$ cat src/rtl/dump_ctrl.sv
// dump_ctrl: capture sequencer for analog probe channels sharing one dump sink.
// After a trigger it waits a programmable delay, then samples every (decim+1)
// cycles, granting one requesting channel per sampling edge in round-robin
// order, until n_samp grants have been made (n_samp=0 runs until abort).
// Optional feature macro: DUMP_CTRL_STAMP_EN builds the RUN-relative timestamp
// counter; without it stamp is tied to zero. The port list is the same either way.
//
// Sink handshake: dump_en is a one-cycle push with no back-pressure. While
// dump_en=1, ch_grant (one-hot) and ch_sel (binary) name the channel being
// dumped; the sink must accept in that cycle. There is no ready signal.
module dump_ctrl #(
   parameter int N_CH    = 4,
   parameter int DECIM_W = 16,
   parameter int CNT_W   = 32,
   localparam int SEL_W  = (N_CH > 1) ? $clog2(N_CH) : 1
) (
   input  logic               clk,
   input  logic               rst,
   input  logic               trig,
   input  logic               abort,
   input  logic [CNT_W-1:0]   delay,
   input  logic [DECIM_W-1:0] decim,
   input  logic [CNT_W-1:0]   n_samp,
   input  logic [N_CH-1:0]    ch_req,
   output logic               dump_en,
   output logic [N_CH-1:0]    ch_grant,
   output logic [SEL_W-1:0]   ch_sel,
   output logic [CNT_W-1:0]   sample_idx,
   output logic               busy,
   output logic               done,
   output logic [CNT_W-1:0]   stamp
);

   typedef enum logic [1:0] {
      S_IDLE  = 2'd0,
      S_DELAY = 2'd1,
      S_RUN   = 2'd2,
      S_DONE  = 2'd3
   } state_t;

   state_t             state_q, state_d;
   logic [CNT_W-1:0]   dly_q, dly_d;
   logic [DECIM_W-1:0] dcnt_q, dcnt_d;
   logic [DECIM_W-1:0] decim_q, decim_d;
   logic [CNT_W-1:0]   nsamp_q, nsamp_d;
   logic [CNT_W-1:0]   idx_q, idx_d;
   logic [SEL_W-1:0]   ptr_q, ptr_d;
   logic               dump_en_q, dump_en_d;
   logic [N_CH-1:0]    grant_q, grant_d;
   logic [SEL_W-1:0]   sel_q, sel_d;
   logic               busy_q, busy_d;
   logic               done_q, done_d;

   logic [N_CH-1:0]    req_hi;
   logic               win_vld;
   logic [SEL_W-1:0]   win_sel;
   logic [N_CH-1:0]    win_grant;
   logic [SEL_W-1:0]   ptr_nxt;
   logic [CNT_W-1:0]   idx_inc;

   // Round-robin pick: lowest requester at or above the pointer, else lowest overall.
   always_comb begin
      req_hi    = '0;
      win_vld   = 1'b0;
      win_sel   = '0;
      win_grant = '0;
      for (int k = 0; k < N_CH; k++) begin
         req_hi[k] = ch_req[k] && (SEL_W'(k) >= ptr_q);
      end
      for (int k = N_CH - 1; k >= 0; k--) begin
         if (ch_req[k]) begin
            win_vld = 1'b1;
            win_sel = SEL_W'(k);
         end
      end
      for (int k = N_CH - 1; k >= 0; k--) begin
         if (req_hi[k]) begin
            win_sel = SEL_W'(k);
         end
      end
      for (int k = 0; k < N_CH; k++) begin
         win_grant[k] = (win_sel == SEL_W'(k));
      end
      ptr_nxt = (win_sel == SEL_W'(N_CH - 1)) ? '0 : win_sel + SEL_W'(1);
      idx_inc = idx_q + CNT_W'(1);
   end

   // Next-state and registered-output logic for the capture sequencer.
   always_comb begin
      state_d   = state_q;
      dly_d     = dly_q;
      dcnt_d    = dcnt_q;
      decim_d   = decim_q;
      nsamp_d   = nsamp_q;
      idx_d     = idx_q;
      ptr_d     = ptr_q;
      dump_en_d = 1'b0;
      grant_d   = '0;
      sel_d     = sel_q;
      done_d    = 1'b0;
      case (state_q)
         S_IDLE: begin
            if (trig) begin
               decim_d = decim;
               nsamp_d = n_samp;
               idx_d   = '0;
               ptr_d   = '0;
               dcnt_d  = '0;
               if (delay == '0) begin
                  state_d = S_RUN;
               end else begin
                  state_d = S_DELAY;
                  dly_d   = delay - CNT_W'(1);
               end
            end
         end
         S_DELAY: begin
            if (abort) begin
               state_d = S_IDLE;
            end else if (dly_q == '0) begin
               state_d = S_RUN;
               dcnt_d  = '0;
            end else begin
               dly_d = dly_q - CNT_W'(1);
            end
         end
         S_RUN: begin
            if (abort) begin
               state_d = S_IDLE;
            end else begin
               dcnt_d = (dcnt_q == '0) ? decim_q : dcnt_q - DECIM_W'(1);
               if ((dcnt_q == '0) && win_vld) begin
                  dump_en_d = 1'b1;
                  grant_d   = win_grant;
                  sel_d     = win_sel;
                  ptr_d     = ptr_nxt;
                  idx_d     = idx_inc;
                  if ((nsamp_q != '0) && (idx_inc == nsamp_q)) begin
                     state_d = S_DONE;
                     done_d  = 1'b1;
                  end
               end
            end
         end
         S_DONE: begin
            state_d = S_IDLE;
         end
         default: begin
            state_d = S_IDLE;
         end
      endcase
      busy_d = (state_d == S_DELAY) || (state_d == S_RUN);
   end

   // State and output registers; reset overrides trig and abort.
   always_ff @(posedge clk) begin
      if (!rst) begin
         state_q   <= S_IDLE;
         dly_q     <= '0;
         dcnt_q    <= '0;
         decim_q   <= '0;
         nsamp_q   <= '0;
         idx_q     <= '0;
         ptr_q     <= '0;
         dump_en_q <= 1'b0;
         grant_q   <= '0;
         sel_q     <= '0;
         busy_q    <= 1'b0;
         done_q    <= 1'b0;
      end else begin
         state_q   <= state_d;
         dly_q     <= dly_d;
         dcnt_q    <= dcnt_d;
         decim_q   <= decim_d;
         nsamp_q   <= nsamp_d;
         idx_q     <= idx_d;
         ptr_q     <= ptr_d;
         dump_en_q <= dump_en_d;
         grant_q   <= grant_d;
         sel_q     <= sel_d;
         busy_q    <= busy_d;
         done_q    <= done_d;
      end
   end

`ifdef DUMP_CTRL_STAMP_EN
   logic [CNT_W-1:0] stamp_q, stamp_d;

   // Timestamp: zero on RUN entry, count every RUN edge, hold elsewhere.
   always_comb begin
      stamp_d = stamp_q;
      if ((state_q != S_RUN) && (state_d == S_RUN)) begin
         stamp_d = '0;
      end else if (state_q == S_RUN) begin
         stamp_d = stamp_q + CNT_W'(1);
      end
   end

   // Timestamp register.
   always_ff @(posedge clk) begin
      if (!rst) begin
         stamp_q <= '0;
      end else begin
         stamp_q <= stamp_d;
      end
   end

   assign stamp = stamp_q;
`else
   assign stamp = '0;
`endif

   assign dump_en    = dump_en_q;
   assign ch_grant   = grant_q;
   assign ch_sel     = sel_q;
   assign sample_idx = idx_q;
   assign busy       = busy_q;
   assign done       = done_q;

endmodule
$ cat config.mk
export PLATFORM = sky130hd
export DESIGN_NAME = dump_ctrl
export DESIGN_NICKNAME = d
export VERILOG_FILES = /design/src/rtl/dump_ctrl.sv
export SDC_FILE = /design/constraint.sdc
export NUM_CORES = 1
export LEC_CHECK = 0
export BUFFER_PORTS_ARGS = -buffer_cell sky130_fd_sc_hd__buf_4
export CAP_MARGIN = 20
export CORE_MARGIN = 4
export CORE_UTILIZATION = 45
export DETAILED_ROUTE_END_ITERATION = 16
export PLACE_DENSITY_LB_ADDON = 0.05
export RECOVER_POWER = 25
export SETUP_SLACK_MARGIN = 0.15
export SLEW_MARGIN = 20
export SYNTH_ARGS = -nofsm -noshare
export SYNTH_HDL_FRONTEND = slang
export SYNTH_SLANG_ARGS = --single-unit
export TNS_END_PERCENT = 50
$ cat constraint.sdc
create_clock -name clk -period 4.3 [get_ports clk]
set_input_delay 0.215 -clock clk [delete_from_list [all_inputs] [get_ports clk]]
set_output_delay 0.215 -clock clk [all_outputs]
set_load 0.02 [all_outputs]
# Yosys cells after proc, flatten, opt, wreduce, memory -nomap -nowiden
# Cells that the tools add are included.
# totals
reg_bits,141
latch_bits,0
ramBits,0
mem_bits_ro,0
out_inout_bits,73
elab_cells,106
memories,0
# classes
addsub,5
mul,0
n_div,0
order_cmp,4
eq_ne,16
shifts,0
n_mux,42
n_bitwise,4
reduce_logical,23
# ops
cell,count
two-way mux 32 bit,7
case mux 32 bit (2 select lines),2
two-way mux 16 bit,5
zero test 32 bit,2
subtractor 32 x 1 -> 32 bit (second input constant),2
case mux 16 bit (3 select lines),1
two-way mux 2 bit,19
adder 32 x 1 -> 32 bit (second input constant),1
equality test 32 bit,1
nonzero test 32 bit,1
zero test 16 bit,1
subtractor 16 x 1 -> 16 bit (second input constant),1
!= test 2 bit (second input constant),7
equality test 2 bit (second input constant),5
AND reduction 5 bit,2
case mux 2 bit (4 select lines),1
equality test 2 x 1 -> 1 bit (second input constant),3
logical AND 1 bit,6
two-way mux 1 bit,6
greater-or-equal comparator 1 x 2 -> 1 bit (first input constant),2
greater-or-equal comparator 2 bit (first input constant),2
zero test 2 bit,2
inverter 1 bit,4
case mux 2 bit (2 select lines),1
9 further kinds,10

# Longest topological paths before layout
# Gate-level depths: netlist of run 1.
# depth
word_depth,13
mapped_depth,14

# Worst setup path after synthesis of run 1
# No wires, ideal clock.
# synth_path
path_kind,reg-to-reg
from,register state_q[1]
to,register dly_q[22]
arrival_ps,3396
required_time_ps,4180
setup_slack_ps,784
path_stages_with_launch,15
path_buffers,5
period_less_slack_ps,3516
path_cell_list,dfxtp_1 > buf_6 > nand2b_1 > buf_6 > clkbuf_1 > buf_1 > buf_1 > mux2i_1 > ha_1 > o211ai_1 > or4_1 > nand2b_4 > a21oi_2 > nor2b_1 > o31a_1
# synth_between
elab_chain_len,3
elab_cells_between_ends,9
# synth_rtl
item,line_no,rtl
from (decl),41,"state_t state_q, state_d;"
from (signal assigned),171,state_q <= state_d;
equality test 2 x 1 -> 1 bit / zero test 2 bit (equally long branches),101,case (state_q)
!= test 2 bit (no line) / nonzero test 2 bit (equally long branches),n/a,
AND reduction 5 bit (no line),n/a,
to (signal assigned),172,dly_q <= dly_d;
to (decl),42,"logic [CNT_W-1:0] dly_q, dly_d;"
# Parallel ways exist; a longest one is shown, timed or not.
# A chain may end at the register's enable or synchronous reset.

# Worst setup path in the final report of run 1
# layout_path
from,register state_q[1]
to,register dcnt_q[11]
# layout_between
elab_chain_len,3
elab_cells_between_ends,10
# layout_rtl
item,line_no,rtl
"equality test 2 x 1 -> 1 bit, or another cell as far along",101,
!= test 2 bit (no line) / nonzero test 3 bit (equally long branches),n/a,
AND reduction 5 bit (no line),n/a,
to (signal assigned),173,dcnt_q <= dcnt_d;
to (decl),43,"logic [DECIM_W-1:0] dcnt_q, dcnt_d;"
# Parallel ways exist; a longest one is shown, timed or not.

==> results.cfg, run 1 <==
[run_status]
status = finished with violations
violations = max-capacitance violations, max-slew violations

[route]
dr_wl_met3_um = 1490
drt_iter0_drc = 618
remaining_drc_errors = 0
drt_first_pass_iters = 7
dr_wl_met2_um = 12700
wl_per_cell_um = 16.9
avgViaCountPerCell = 5.68
postRouteAntennaNets = 0
finalWirelength_um = 26400
vias = 8874
top_layer_used = met4
wl_met1_um = 11700

[sta]
fmax_ghz = 0.291
setup_violations = 0
finalMaxSlewViolations = 51
hold_violations = 0
relSlewSlack = -0.687
worstMarginPinSlew_ns = 2.53
rsz0062_at_grt = false
post-route-period-util = 0.799
clock_skew_ns = 0.00985
min_period_ns = 3.44
setup_tns_ns = 0

[yosys]
synthesis.instances = 1196
synth_top_family_by_area = simple AND/OR/NAND/NOR gates
synth_edf_count = 0
synth.distinct_cells = 77
yosysWarnings = 0
synthAdderAreaFrac = 0.0101
synth_area_leader_cell = dfxtp_1
synthTopCellsByArea = dfxtp_1, nand2_1, a21oi_1, nor2_1, o21ai_0
synthMuxAreaShare = 0.0278
yosys-top-cells-count = nand2_1, dfxtp_1, a21oi_1
synth_compound_area_frac = 0.215
synth-simple-area-share = 0.295
async_flop_share = 0
synth-xor-area-share = 0.0544
synthFlopType = dfxtp_1
yosysMostFrequentCell = nand2_1
synth.avg_cell_area_um2 = 7.26
syn_area_um2 = 8690
ys_ff_latch = 141
seq_area_frac_synth = 0.325
synth_top_area_share = 0.325

[worst_setup_path]
cp.arrival_ns = 3.77
cp.required_ns = 4.63
critPathMaxFanout = 50
critPathLaunchType = register
critical_path_class = reg2reg
end_kind = register

[clock_network]
numClockSinks = 141
post-cts-setup-buffer-count = 0
clock_latency_ns = 0.43
cts_tree = yes
cts_buffers = 17
cts_root_buf = clkbuf_16
path_clk_slew_ns = 0.06
ctsHtreeMaxLevel = 4
ctsResizeCount = 0
max-clock-path-buffers = 2
cts_hold_buf = 0

[placement]
placed_area_um2 = 9710
post-dp-hpwl_um = 18700
portBuffers = 128
gp_congestion = 0.915

[floorplanning]
start_util = 0.461
die_x_um = 147
num_rows = 50
die_area_um2 = 21600
die_h_um = 147
coreArea_um2 = 18800
io_pins = 161

[grt]
grt_pass1_vias = 8158
grt_max_degree = 67
grt_pass1_wl_um = 42100
grt_util_all_layers = 0.236
grt_remaining_overflow = 0
antenna_found_initial = 0

[cells_and_area]
fillers = 1927
drive_gt1_frac = 0.129
fin_nets = 1385
diodes = 0
syn2layout_area_growth_pct = 16.6
final_area_um2 = 10100

[power]
peakVddDrop_uv = 277
powerDensity_nw_per_um2 = 335
leakagePower_uw = 0.00372

[worst_hold_path]
hp-class = in2reg

[flow_run]
drv_cap = 1
## state kept, by name, indices dropped and copies added, names as in the netlist
register	count
busy	1
ch_grant	4
ch_sel	2
dcnt_q	16
decim_q	16
dly_q	32
done	1
dump_en	1
nsamp_q	32
ptr_q	2
sample_idx	32
state_q	2
## final cells by class
cell class,count,area (um2),area share
multi-input cells,962,5370,0.530
flip-flops and latches,141,2820,0.279
repair buffers,150,968,0.0956
clock buffers,19,443,0.0437
well taps,260,325,0.0321
clock inverters,12,138,0.0136
inverters,18,68.8,0.00679
## power breakdown
part	total, uW	switching (uW)	internal (uW)
registers	1420	59.7	1360
logic	497	299	198
clock network	1480	607	872
total	3400	966	2430
## routing by layer
layer / track usage / vias to the layer above
li1: - / 4392
met1: 0.304 / 4153
met2: 0.399 / 280
met3: 0.0469 / 49
met4: 0.0760 / 0
met5: 0 / -
## metrics by stage
stage | util | hold WS, ns | cells | setup slack (ns) | total power, uW
2_1_floorplan | - | 0.351 | 1227 | 0.784 | 1780
3_3_place_gp | 0.516 | 0.445 | 1531 | 1.07 | 1940
3_5_place_dp | 0.516 | 0.451 | 1531 | 0.976 | 1940
4_1_cts | 0.546 | 0.0219 | 1562 | 0.969 | 3410
5_1_grt | 0.538 | 0.0278 | 1562 | 0.487 | 3530
6_report | 0.538 | 0.0277 | 1562 | 0.865 | 3400
## path summary, 6_finish.rpt
path                            slack [ns]  cells after the start                        to                      from
worst min register to register        0.46                      2  decim_q[11]$_SDFFE_PN0P_  decim_q[11]$_SDFFE_PN0P_
worst max-delay path                  0.86                      7   dcnt_q[11]$_SDFFE_PN0P_     state_q[1]$_SDFF_PN0_
worst min-delay path                  0.03                      3  nsamp_q[29]$_SDFFE_PN0P_                n_samp[29]
worst max register to register        0.86                      7   dcnt_q[11]$_SDFFE_PN0P_     state_q[1]$_SDFF_PN0_
## critical path, stage by stage (launching register included)
cell	delay [ns]
dfxtp_1	0.51
or3b_2	0.20
clkbuf_1	1.79
o21ai_1	0.18
buf_4	0.32
o21ai_0	0.09
a22oi_1	0.10
nor2_1	0.13
## placed cells by master (no fill, tap or decap), drive strengths merged, types with 4 or more instances in the layout
master / count
or3b: 4
nor3b: 5
dfxtp: 141
clkinvlp: 4
o211ai: 14
o21ai: 77
a31oi: 18
buf: 108
a32oi: 5
and3: 8
conb: 32
o22ai: 5
nand2: 191
o21a: 6
nand2b: 9
nand3b: 8
nor4: 31
and2: 13
ha: 7
nor3: 47
o2111ai: 10
mux2: 6
inv: 21
xor2: 15
or3: 12
xnor2: 39
nand4: 18
nand3: 37
a22oi: 6
o31ai: 7
clkbuf: 61
nor2: 122
mux2i: 17
a21oi: 137
or4: 12
## kinds of logic after synthesis
kind of cell,after synthesis
AOI/OAI and AO/OA,316
xor gates and xnor gates,54
adders and majority gates,7
buffers and inverters,124
DFF,141
muxes,23
other,1
and+or+nand+nor,530
No activity file was read; power rests on OpenSTA's default activity.
==> run 2: changes to the inputs <==
Clock period 4.3 ns to 3.45 ns, I/O delays scaled along.
==> results.cfg, run 2 (synthesis gave the netlist of run 1 again) <==
[sta]
setup_violations = 0
setup_tns_ns = 0
clock_skew_ns = 0.0107
hold_violations = 0
rsz0062_at_grt = false
worstMarginPinSlew_ns = 1.18
fin_hold_ws_ns = 0.0165
relSlewSlack = 0.215
min_period_ns = 3.04
fmax_ghz = 0.329
post-route-period-util = 0.882
finalMaxSlewViolations = 0

[clock_network]
max-clock-path-buffers = 2
cts_tree = yes
numClockSinks = 141
ctsHtreeMaxLevel = 4
clock_latency_ns = 0.42
path_clk_slew_ns = 0.06
cts_buffers = 17
cts_root_buf = clkbuf_16

[placement]
post-dp-hpwl_um = 19100
gp_congestion = 0.917
portBuffers = 128

[route]
wl_per_cell_um = 16.8
drt_iter0_drc = 518
postRouteAntennaNets = 0
finalWirelength_um = 27300
avgViaCountPerCell = 5.59
remaining_drc_errors = 0
drt_first_pass_iters = 7
vias = 9046

[power]
peakVddDrop_uv = 349
leakagePower_uw = 0.00397
powerDensity_nw_per_um2 = 400

[grt]
grt_pass1_wl_um = 44000
antenna_found_initial = 0
grt_util_all_layers = 0.247
grt_max_degree = 52
grt_pass1_vias = 8687
grt_remaining_overflow = 0

[worst_setup_path]
critical_path_class = reg2reg
end_kind = register
cp.required_ns = 3.72
critPathLaunchType = register
path_buf_inv = 2
critPathMaxFanout = 10
path_delay_family = simple AND/OR/NAND/NOR gates
slowest_delay_ns = 0.51
path_cells = nor2b_2 > buf_4 > mux2i_1 > nor4_1 > buf_4 > nand3_1 > or4_1 > a31oi_1 > a31oi_1
slowest_stage = dfxtp_1
cp.arrival_ns = 3.32
reg2reg_setup_slack_ns = 0.41

[cells_and_area]
fillers = 1898
fin_nets = 1441
multiInputGateArea_um2 = 5380
final_cell_mix = nand2_1, dfxtp_1, a21oi_1, nor2_1, buf_4
layout_commonest_cell = nand2_1
final_util = 0.567
drive_gt1_frac = 0.135
syn2layout_area_growth_pct = 22.9
diodes = 0
regArea_um2 = 2820

[floorplanning]
die_x_um = 147
coreArea_um2 = 18800
io_pins = 161
die_h_um = 147
start_util = 0.461
num_rows = 50
die_area_um2 = 21600

[flow_run]
drv_cap = 0

[run_status]
status = finished, final reports clean

[worst_hold_path]
hp-class = in2reg
run 2: layout make-up:
class / instances / area share
multi-input combinational: 962 / 0.504
clock buffer: 19 / 0.0415
tap: 260 / 0.0305
inverter: 18 / 0.00644
clock inverter: 13 / 0.0131
timing repair buffer: 206 / 0.140
sequential: 141 / 0.264
run 2: through the flow:
stage | setup slack [ns] | cell area, um2 | cells | power (uW)
4_1_cts | 0.365 | 10800 | 1618 | 4300
3_5_place_dp | 0.369 | 9790 | 1542 | 2430
3_3_place_gp | 0.424 | 9790 | 1542 | 2420
2_1_floorplan | 0.270 | 8810 | 1227 | 2220
5_1_grt | 0.163 | 10700 | 1619 | 4450
6_report | 0.406 | 10700 | 1619 | 4270
run 2: timing repair:
item | in CTS | in global routing
gates resized for setup | 0 | 2
hold endpoints to repair | 44 | 0
setup buffers | 0 | 1
setup endpoints to repair | 0 | 3
hold buffers | 44 | 0
run 2: worst paths after layout:
path	startpoint	endpoint	cells after the start
worst max-delay path	state_q[0]$_SDFF_PN0_	dly_q[21]$_SDFFE_PN0P_	9
worst min-delay path	n_samp[28]	nsamp_q[28]$_SDFFE_PN0P_	3
worst max register to register	state_q[0]$_SDFF_PN0_	dly_q[21]$_SDFFE_PN0P_	9
worst min register to register	decim_q[5]$_SDFFE_PN0P_	decim_q[5]$_SDFFE_PN0P_	2
run 2: report_power, final:
group          switching, uW  leakage (uW)  internal [uW]
clock                    750      0.000276           1090
combinational            385       0.00255            282
sequential              72.6       0.00115           1690
run 2: layer usage:
metal,global-route usage,up-vias,share of wire
met3,0.0481,41,0.050
li1,-,4506,-
met2,0.433,255,0.49
met4,0.0685,0,0.019
met5,0,-,0
met1,0.309,4244,0.44
run 2: tightest hold or removal path, stage by stage:
cell and delay, ns:
buf_4 0.11, nand2_1 0.06, a21oi_1 0.05
